$ cat config.mk
export PLATFORM = sky130hd
export DESIGN_NAME = vend_multi_item
export DESIGN_NICKNAME = d
export VERILOG_FILES = /design/src/rtl/vend_pkg.sv /design/src/rtl/vend_coin_accept.sv /design/src/rtl/vend_multi_item.sv
export SDC_FILE = /design/constraint.sdc
export NUM_CORES = 1
export LEC_CHECK = 0
export CAP_MARGIN = 20
export CORE_ASPECT_RATIO = 1.75
export CORE_MARGIN = 2
export CORE_UTILIZATION = 48
export DETAILED_ROUTE_END_ITERATION = 10
export PLACE_DENSITY = 0.82
export SETUP_SLACK_MARGIN = 0.4
export SLEW_MARGIN = 15
export SYNTH_ARGS = -nofsm -noshare
export SYNTH_HDL_FRONTEND = slang
export SYNTH_HIERARCHICAL = 1
export SYNTH_SLANG_ARGS = --single-unit
$ cat constraint.sdc
create_clock -name clock -period 3.48 [get_ports clock]
set_clock_uncertainty 0.1 [all_clocks]
set_input_delay 0.522 -clock clock [delete_from_list [all_inputs] [get_ports clock]]
set_output_delay 0.522 -clock clock [all_outputs]
set_load 0.03 [all_outputs]
$ cat src/rtl/vend_pkg.sv
// Shared types and constants for the multi-item vending controller:
// FSM state encoding, coin values in nickels and the default price table.
package vend_pkg;

    typedef enum logic [1:0] {
        IDLE     = 2'd0,
        DISPENSE = 2'd1,
        CHANGE   = 2'd2
    } vend_state_t;

    localparam int unsigned NICKEL_V  = 1;
    localparam int unsigned DIME_V    = 2;
    localparam int unsigned QUARTER_V = 5;

    localparam int unsigned PRICE_ITEM0 = 4;
    localparam int unsigned PRICE_ITEM1 = 5;
    localparam int unsigned PRICE_ITEM2 = 6;

    localparam logic [14:0] DEFAULT_PRICES = {5'(PRICE_ITEM2), 5'(PRICE_ITEM1), 5'(PRICE_ITEM0)};

    // Item index width; a single-item machine still gets a 1-bit id.
    function automatic int unsigned id_width(input int unsigned n);
        return (n > 1) ? $clog2(n) : 1;
    endfunction

endpackage

$ cat src/rtl/vend_coin_accept.sv
// Coin acceptor: picks at most one coin per cycle, refuses coins that would
// overflow MAX_CREDIT, and flags every coin it does not credit.
// Quarters are credited only when VEND_QUARTER_EN is defined.
module vend_coin_accept
    import vend_pkg::*;
#(
    parameter int CREDIT_W   = 5,
    parameter int MAX_CREDIT = 20
) (
    input  logic                accept_en,
    input  logic                nickel_in,
    input  logic                dime_in,
    input  logic                quarter_in,
    input  logic [CREDIT_W-1:0] credit,
    output logic [CREDIT_W-1:0] add_value,
    output logic                reject
);

    localparam int SUM_W = CREDIT_W + 1;

    logic [CREDIT_W-1:0] value;
    logic                others;
    logic                forced_reject;
    logic [SUM_W-1:0]    sum;
    logic                over;

    always_comb begin
        // NOTE: every variable gets a default at the top of the block so no
        // path leaves it unassigned; otherwise synthesis infers a latch.
        value         = '0;
        others        = 1'b0;
        forced_reject = 1'b0;
`ifdef VEND_QUARTER_EN
        if (quarter_in) begin
            value  = CREDIT_W'(QUARTER_V);
            others = dime_in | nickel_in;
        end else if (dime_in) begin
            value  = CREDIT_W'(DIME_V);
            others = nickel_in;
        end else if (nickel_in) begin
            value  = CREDIT_W'(NICKEL_V);
        end
`else
        forced_reject = quarter_in;
        if (dime_in) begin
            value  = CREDIT_W'(DIME_V);
            others = nickel_in;
        end else if (nickel_in) begin
            value  = CREDIT_W'(NICKEL_V);
        end
`endif
        sum  = {1'b0, credit} + {1'b0, value};
        over = (value != '0) && (sum > SUM_W'(MAX_CREDIT));

        if (accept_en) begin
            add_value = over ? '0 : value;
            reject    = others | forced_reject | over;
        end else begin
            add_value = '0;
            reject    = nickel_in | dime_in | quarter_in;
        end
    end

endmodule

$ cat src/rtl/vend_multi_item.sv
// Multi-item vending controller: credit register, IDLE/DISPENSE/CHANGE FSM
// with registered outputs. Quarter crediting is gated by VEND_QUARTER_EN.
module vend_multi_item
    import vend_pkg::*;
#(
    parameter int                              NUM_ITEMS  = 3,
    parameter int                              CREDIT_W   = 5,
    parameter int                              MAX_CREDIT = 20,
    parameter logic [NUM_ITEMS*CREDIT_W-1:0]   PRICES     = DEFAULT_PRICES
) (
    input  logic                              clock,
    input  logic                              reset,
    input  logic                              nickel_in,
    input  logic                              dime_in,
    input  logic                              quarter_in,
    input  logic [NUM_ITEMS-1:0]              select,
    input  logic                              cancel,
    output logic                              dispense,
    output logic [id_width(NUM_ITEMS)-1:0]    item_id,
    output logic                              nickel_out,
    output logic                              coin_reject,
    output logic                              insufficient,
    output logic                              busy,
    output logic [CREDIT_W-1:0]               credit
);

    localparam int ID_W = id_width(NUM_ITEMS);

    vend_state_t         state;
    logic                sel_valid;
    logic [ID_W-1:0]     sel_idx;
    logic [CREDIT_W-1:0] sel_price;
    logic                accept_en;
    logic [CREDIT_W-1:0] add_value;
    logic                reject_c;

    // Lowest set select bit wins: scanning downward lets the lowest overwrite.
    always_comb begin
        sel_valid = 1'b0;
        sel_idx   = '0;
        sel_price = '0;
        for (int i = NUM_ITEMS - 1; i >= 0; i--) begin
            if (select[i]) begin
                sel_valid = 1'b1;
                sel_idx   = ID_W'(i);
                sel_price = PRICES[i*CREDIT_W +: CREDIT_W];
            end
        end
    end

    // A selection in IDLE claims the cycle, so any coin alongside it is refused.
    assign accept_en = (state == IDLE) && !sel_valid;

    vend_coin_accept #(
        .CREDIT_W   (CREDIT_W),
        .MAX_CREDIT (MAX_CREDIT)
    ) u_coin_accept (
        .accept_en  (accept_en),
        .nickel_in  (nickel_in),
        .dime_in    (dime_in),
        .quarter_in (quarter_in),
        .credit     (credit),
        .add_value  (add_value),
        .reject     (reject_c)
    );

    // NOTE: sequential state uses non-blocking assignments so every register
    // samples pre-edge values, independent of statement order.
    always_ff @(posedge clock) begin
        if (reset) begin
            state        <= IDLE;
            credit       <= '0;
            dispense     <= 1'b0;
            item_id      <= '0;
            nickel_out   <= 1'b0;
            coin_reject  <= 1'b0;
            insufficient <= 1'b0;
            busy         <= 1'b0;
        end else begin
            dispense     <= 1'b0;
            item_id      <= '0;
            nickel_out   <= 1'b0;
            insufficient <= 1'b0;
            coin_reject  <= reject_c;

            case (state)
                IDLE: begin
                    if (sel_valid) begin
                        if (credit >= sel_price) begin
                            state    <= DISPENSE;
                            credit   <= credit - sel_price;
                            dispense <= 1'b1;
                            item_id  <= sel_idx;
                            busy     <= 1'b1;
                        end else begin
                            insufficient <= 1'b1;
                        end
                    end else begin
                        credit <= credit + add_value;
                        if (cancel && credit != '0) begin
                            state      <= CHANGE;
                            nickel_out <= 1'b1;
                            busy       <= 1'b1;
                        end
                    end
                end

                DISPENSE: begin
                    if (credit != '0) begin
                        state      <= CHANGE;
                        nickel_out <= 1'b1;
                        busy       <= 1'b1;
                    end else begin
                        state <= IDLE;
                        busy  <= 1'b0;
                    end
                end

                CHANGE: begin
                    // Each CHANGE cycle pays one nickel; leave when the last one is paid.
                    if (credit <= CREDIT_W'(1)) begin
                        credit <= '0;
                        state  <= IDLE;
                        busy   <= 1'b0;
                    end else begin
                        credit     <= credit - CREDIT_W'(1);
                        nickel_out <= 1'b1;
                        busy       <= 1'b1;
                    end
                end

                default: begin
                    state  <= IDLE;
                    credit <= '0;
                    busy   <= 1'b0;
                end
            endcase
        end
    end

endmodule

==> reports/summary.txt, run 1 <==
post-route setup slack: 0.127 ns
clock buffer count from CTS: 3
Post-Place Cell Area: 0.00159 mm^2
FILL cells: 202
CTS tree: yes
Skew-Pair Late Insertion Delay: 0.25 ns
Synth cell types: 46
Slew @ Worst Pin: 0.518 ns
core area: 0.00249 mm^2
Port-buffer cells: 20
CP required: 3.52 ns
slowest cell on the critical path: fa_2
footprint of the multi-input gates: 956 um^2
Setup Slack @ Placement: -0.530 ns
Pre-antenna DRT Iters: 4
Tot GR Track Use: 0.244
max cap viols: 0
outcome: complete, no violations
Layout Nets: 212
Async S/R FF share, synth: 0
Leak: 0.728 nW
PwrDens: 843 mW/mm^2
Row Count: 24
critical path, cell by cell: buf_6, nor2b_4, ha_4, fa_2, o21bai_4, a31oi_4, a211oi_2, and2_1, ha_2, inv_2, fa_2, nand2b_4, a21oi_2, xnor2_1, a32o_1, a31o_1
WL per Instance: 16.6 um
Setup crit end kind: flip-flop
H-tree lvl count: 1
largest net degree at the start of global routing: 13
crit path launch type: input port
CP arrival: 3.40 ns
EDFF count, synth: 0
Syn Area/Cell: 8.38 um^2
most used cell along the critical path: fa_2
fin util: 0.691
clock root cell: clkbuf_8
die span in x: 42.8 um
Period minus WS final: 3.35 ns
Worst-path clk slew: 0.06 ns
Top FF cell, synth: dfxtp_1
fin cells: 213
peak supply drop: 522 uV
commonest non-fill, non-tap cell in the layout: clkdlybuf4s50_1
initial DRC count: 48
I/O pins: 21
Ys Warns: 6
Slew HR: 0.654
vias in the first global route: 1200
register area share after synthesis: 0.222
critical path type: input port to flip-flop
die height: 71.9 um
worst-case clock buffer depth: 2
Finished Cell Area: 0.00172 mm^2
Clk network pwr share: 0.108
antenna diode count: 0
setup TNS: 0 ns
Final Slew Violations: 0
Sw Pwr: 700 uW
layout cell share with drive strength beyond 1: 0.267
switching share of power: 0.481
placed cell count: 204
Post-DP HPWL: 2610 um
grt ovf: 0
clock tree sinks: 14
gp weighted congestion: 0.956
CP max FO: 2
final setup fails: 0
Die ar.: 0.00308 mm^2
Logic pwr share: 0.669
Routed Antenna Nets: 0
WL final: 3540 um
final hold vios: 0
initial antenna violation count: 0
Reg area: 284 um^2
Avg Vias per Cell: 5.85
initial cell density of the core: 0.508
most frequent cells in the layout: 18 x clkdlybuf4s50_1, 16 x buf_4, 15 x inv_1, 15 x nor2_1, 13 x dfxtp_1
internal power: 754 uW
Sequential Power Share: 0.224
Final period util: 0.963
vias: 1246
synthesis-stage register bit count: 14
Syn Inst Count: 151
CP peak stage delay: 0.51 ns
Area Overhead vs Synth: 36.2%
Max Clock Freq: 298 MHz
HP Class: flip-flop to flip-flop
DR DRC count: 0
RSZ-0062 raised after global routing: true
global-route wire length before repair: 5570 um
Synth Cell Area: 0.00126 mm^2
==> state kept, by name, indices dropped and copies added (netlist names) <==
| register | cells |
|---|---|
| credit | 5 |
| item_id | 2 |
| state | 2 |
| busy | 1 |
| coin_reject | 1 |
| dispense | 1 |
| insufficient | 1 |
| nickel_out | 1 |
==> synthesized netlist by cell type, types with 3 or more instances <==
library cell | instances | area, um^2
fa_1 | 3 | 60.1
o22ai_1 | 3 | 18.8
and2_1 | 5 | 31.3
dfxtp_1 | 14 | 280
inv_1 | 17 | 63.8
nor3_1 | 5 | 25.0
a21oi_1 | 6 | 30.0
ha_1 | 12 | 150
nand2_1 | 11 | 41.3
xnor2_1 | 3 | 26.3
o221ai_1 | 3 | 26.3
xor2_1 | 3 | 26.3
buf_4 | 3 | 22.5
nor2_1 | 15 | 56.3
o21ai_0 | 8 | 40.0
==> per-layer routing <==
| layer | vias to the layer above | global-route usage | share of wire |
|---|---|---|---|
| li1 | 596 | - | - |
| met1 | 576 | 0.240 | 0.36 |
| met2 | 57 | 0.455 | 0.53 |
| met3 | 17 | 0.0224 | 0.048 |
| met4 | 0 | 0.174 | 0.060 |
| met5 | - | 0 | 0 |
==> stage by stage <==
step	hold slack (ns)	total power, mW
after floorplan	0.474	0.929
after global placement	0.343	1.17
after detailed placement	0.352	1.21
after CTS	0.360	1.41
after global routing	0.371	1.54
final	0.357	1.45
==> path summary, 6_finish.rpt <==
check	start	end	slack (ns)	cells past startpoint
setup reg to reg	credit[0]$_SDFFE_PP0P_	credit[4]$_SDFFE_PP0P_	0.21	14
hold reg to reg	busy$_SDFFE_PP0P_	busy$_SDFFE_PP0P_	0.36	2
setup / recovery	nickel_in	credit[4]$_SDFFE_PP0P_	0.13	16
hold / removal	busy$_SDFFE_PP0P_	busy$_SDFFE_PP0P_	0.36	2
==> power by group through the flow <==
stage                     clock, mW  sequential (mW)  combinational, mW
after floorplan                   0            0.380              0.549
after global placement            0            0.320              0.852
after detailed placement          0            0.320              0.889
after CTS                     0.159            0.321              0.935
after global routing          0.164            0.333               1.05
final                         0.156            0.325              0.972
==> timing repair <==
action                                  4_1_cts  5_1_grt
buffers inserted                              4        1
cloned                                        0        0
endpoints found under the setup margin        5        4
resized for setup                            16        4
hold buffers                                  0        0
pin swaps                                    12       16
==> worst max-delay path: cells and delay by family <==
family | cells | cell delay, ns
AO/OA/AOI/OAI | 6 | 1.04
XOR/XNOR | 1 | 0.08
adder cells (fa/ha/maj) | 4 | 1.19
buffers and inverters | 2 | 0.13
AND/OR/NAND/NOR | 3 | 0.43
==> kinds of logic after synthesis <==
kind of cell	count (synthesis)	share of synthesized area
flops	14	0.222
compound gates	41	0.271
xor+xnor	6	0.0416
buf+inv	24	0.0900
fa+ha+maj	15	0.166
simple gates	50	0.207
other cells	1	0.00296
==> area by class of cell <==
| class | count | area share |
|---|---|---|
| Tap cell | 26 | 0.0189 |
| Timing Repair Buffer | 36 | 0.187 |
| Sequential cell | 14 | 0.165 |
| Clock buffer | 4 | 0.0320 |
| Inverter | 18 | 0.0421 |
| Multi-Input combinational cell | 115 | 0.555 |
Power figures use the tool's default switching activity.
==> inputs of run 2 (changes only) <==
Settings changed: PLACE_DENSITY 0.82 to 0.79.
==> reports/summary.txt, run 2 (same netlist as run 1, synthesis figures left out) <==
outcome: complete, no violations
Post-DP HPWL: 2590 um (-0.61%)
Routed Antenna Nets: 0 (unchanged)
I/O pins: 21 (unchanged)
max cap viols: 0 (unchanged)
final setup fails: 0 (unchanged)
CP required: 3.53 ns (about the same)
core area: 0.00249 mm^2 (unchanged)
max reg flops: 5 (unchanged)
most frequent cells in the layout: 17 x clkdlybuf4s50_1, 16 x buf_4, 15 x inv_1, 15 x nor2_1, 13 x dfxtp_1
Sw Pwr: 670 uW (-4.2%)
Clk network pwr share: 0.114 (+0.006)
HP Class: flip-flop to flip-flop
peak supply drop: 393 uV (-25%)
antenna diode count: 0 (unchanged)
die span in x: 42.8 um (unchanged)
Post-Place Cell Area: 0.00161 mm^2 (+0.94%)
Slew @ Worst Pin: 0.532 ns (+0.0140 ns)
initial cell density of the core: 0.508 (unchanged)
H-tree lvl count: 1 (unchanged)
initial antenna violation count: 0 (unchanged)
clock tree sinks: 14 (unchanged)
vias in the first global route: 1183 (-1.4%)
Sequential Power Share: 0.231 (+0.007)
CP max FO: 2 (unchanged)
Most flops, register: credit
initial DRC count: 25 (-48%)
gp weighted congestion: 0.912 (-4.6%)
Row Count: 24 (unchanged)
grt ovf: 0 (unchanged)
RSZ-0062 raised after global routing: true
PwrDens: 826 mW/mm^2 (-2.1%)
hold_ws: 0.354 ns (-0.00273 ns)
FILL cells: 201 (-0.50%)
Reg area: 284 um^2 (unchanged)
Setup crit end kind: flip-flop
placed cell count: 206 (+0.98%)
largest net degree at the start of global routing: 13 (unchanged)
critical path type: input port to flip-flop
layout cell share with drive strength beyond 1: 0.257 (-0.0107)
clock buffer count from CTS: 3 (unchanged)
Pre-antenna DRT Iters: 4 (unchanged)
CP arrival: 3.33 ns (-0.07 ns)
footprint of the multi-input gates: 940 um^2 (-1.7%)
setup TNS: 0 ns (unchanged)
vias: 1205 (-3.3%)
Layout Nets: 212 (unchanged)
DR DRC count: 0 (unchanged)
biggest regs: credit (5), item_id (2), state (2)
post-route setup slack: 0.196 ns (+0.0687 ns)
Slew HR: 0.645 (-0.00935)
CTS tree: yes
Tot GR Track Use: 0.233 (-0.0104)
Final period util: 0.944 (-0.0198)
WL per Instance: 15.1 um (-8.9%)
Max Clock Freq: 305 MHz (+2.1%)
global-route wire length before repair: 5400 um (-3.1%)
clock root cell: clkbuf_8
WL final: 3230 um (-8.9%)
Logic pwr share: 0.655 (-0.014)
fin cells: 213 (unchanged)
Period minus WS final: 3.28 ns (-0.0687 ns)
switching share of power: 0.475 (-0.00685)
crit path launch type: input port
total power: 1.41 mW (-2.9%)
final hold vios: 0 (unchanged)
Die ar.: 0.00308 mm^2 (unchanged)
Setup Slack @ Placement: -0.496 ns (+0.0335 ns)
internal power: 742 uW (-1.6%)
Avg Vias per Cell: 5.66 (-3.3%)
die height: 71.9 um (unchanged)
Port-buffer cells: 20 (unchanged)
Finished Cell Area: 0.00171 mm^2 (-0.80%)
Area Overhead vs Synth: 35.1%
Final Slew Violations: 0 (unchanged)
Leak: 0.737 nW (+1.3%)
worst-case clock buffer depth: 2 (unchanged)
Worst-path clk slew: 0.06 ns (about the same)
Skew-Pair Late Insertion Delay: 0.25 ns (about the same)
commonest non-fill, non-tap cell in the layout: clkdlybuf4s50_1
fin util: 0.686 (-0.00552)
hold_buf cts: 0 (unchanged)
==> run 2: repair_timing <==
| action | 4_1_cts | 5_1_grt |
|---|---|---|
| setup buffers | 3 | 0 |
| gates resized for setup | 13 | 4 |
| setup endpoints to repair | 4 | 4 |
| pin swaps | 10 | 10 |
| hold endpoints to repair | 0 | 0 |
==> run 2: power groups by stage <==
stage,clock (mW),sequential [mW],combinational [mW]
2_1_floorplan,0,0.380,0.549
3_3_place_gp,0,0.323,0.847
3_5_place_dp,0,0.323,0.881
4_1_cts,0.163,0.323,0.917
5_1_grt,0.169,0.337,1.01
6_report,0.162,0.326,0.924
==> run 2: path summary, 6_finish.rpt <==
path                          startpoint  slack [ns]  cells past startpoint                      to
setup reg to reg  credit[0]$_SDFFE_PP0P_        0.26                     14  credit[4]$_SDFFE_PP0P_
hold / removal         busy$_SDFFE_PP0P_        0.35                      2       busy$_SDFFE_PP0P_
setup / recovery                 dime_in        0.20                     16  credit[4]$_SDFFE_PP0P_
hold reg to reg        busy$_SDFFE_PP0P_        0.35                      2       busy$_SDFFE_PP0P_
==> run 2: routing by layer <==
metal  up-vias  part of all wire  wire [um]  global-route usage
met5         -                 0          0                   0
li1        597                 -          -                   -
met1       567              0.38       1240               0.233
met4         0             0.042        136               0.146
met2        30              0.55       1760               0.441
met3        11             0.027         86              0.0224
==> run 2: cell type report <==
cell class / count / share of cell area
sequential: 14 / 0.166
multi-input combinational: 115 / 0.550
clock buffer: 4 / 0.0322
tap: 26 / 0.0190
timing repair buffer: 36 / 0.190
inverter: 18 / 0.0425
==> run 2: worst max-delay path, cell delays in order <==
cell      delay [ns]
buf_6           0.10
nor2b_4         0.12
ha_4            0.14
fa_2            0.45
o21bai_4        0.15
a31oi_4         0.11
a211oi_2        0.22
and2_1          0.16
ha_2            0.19
inv_2           0.04
fa_2            0.33
nand2b_4        0.15
a21oi_2         0.12
xnor2_1         0.08
a32o_1          0.26
a31o_1          0.19
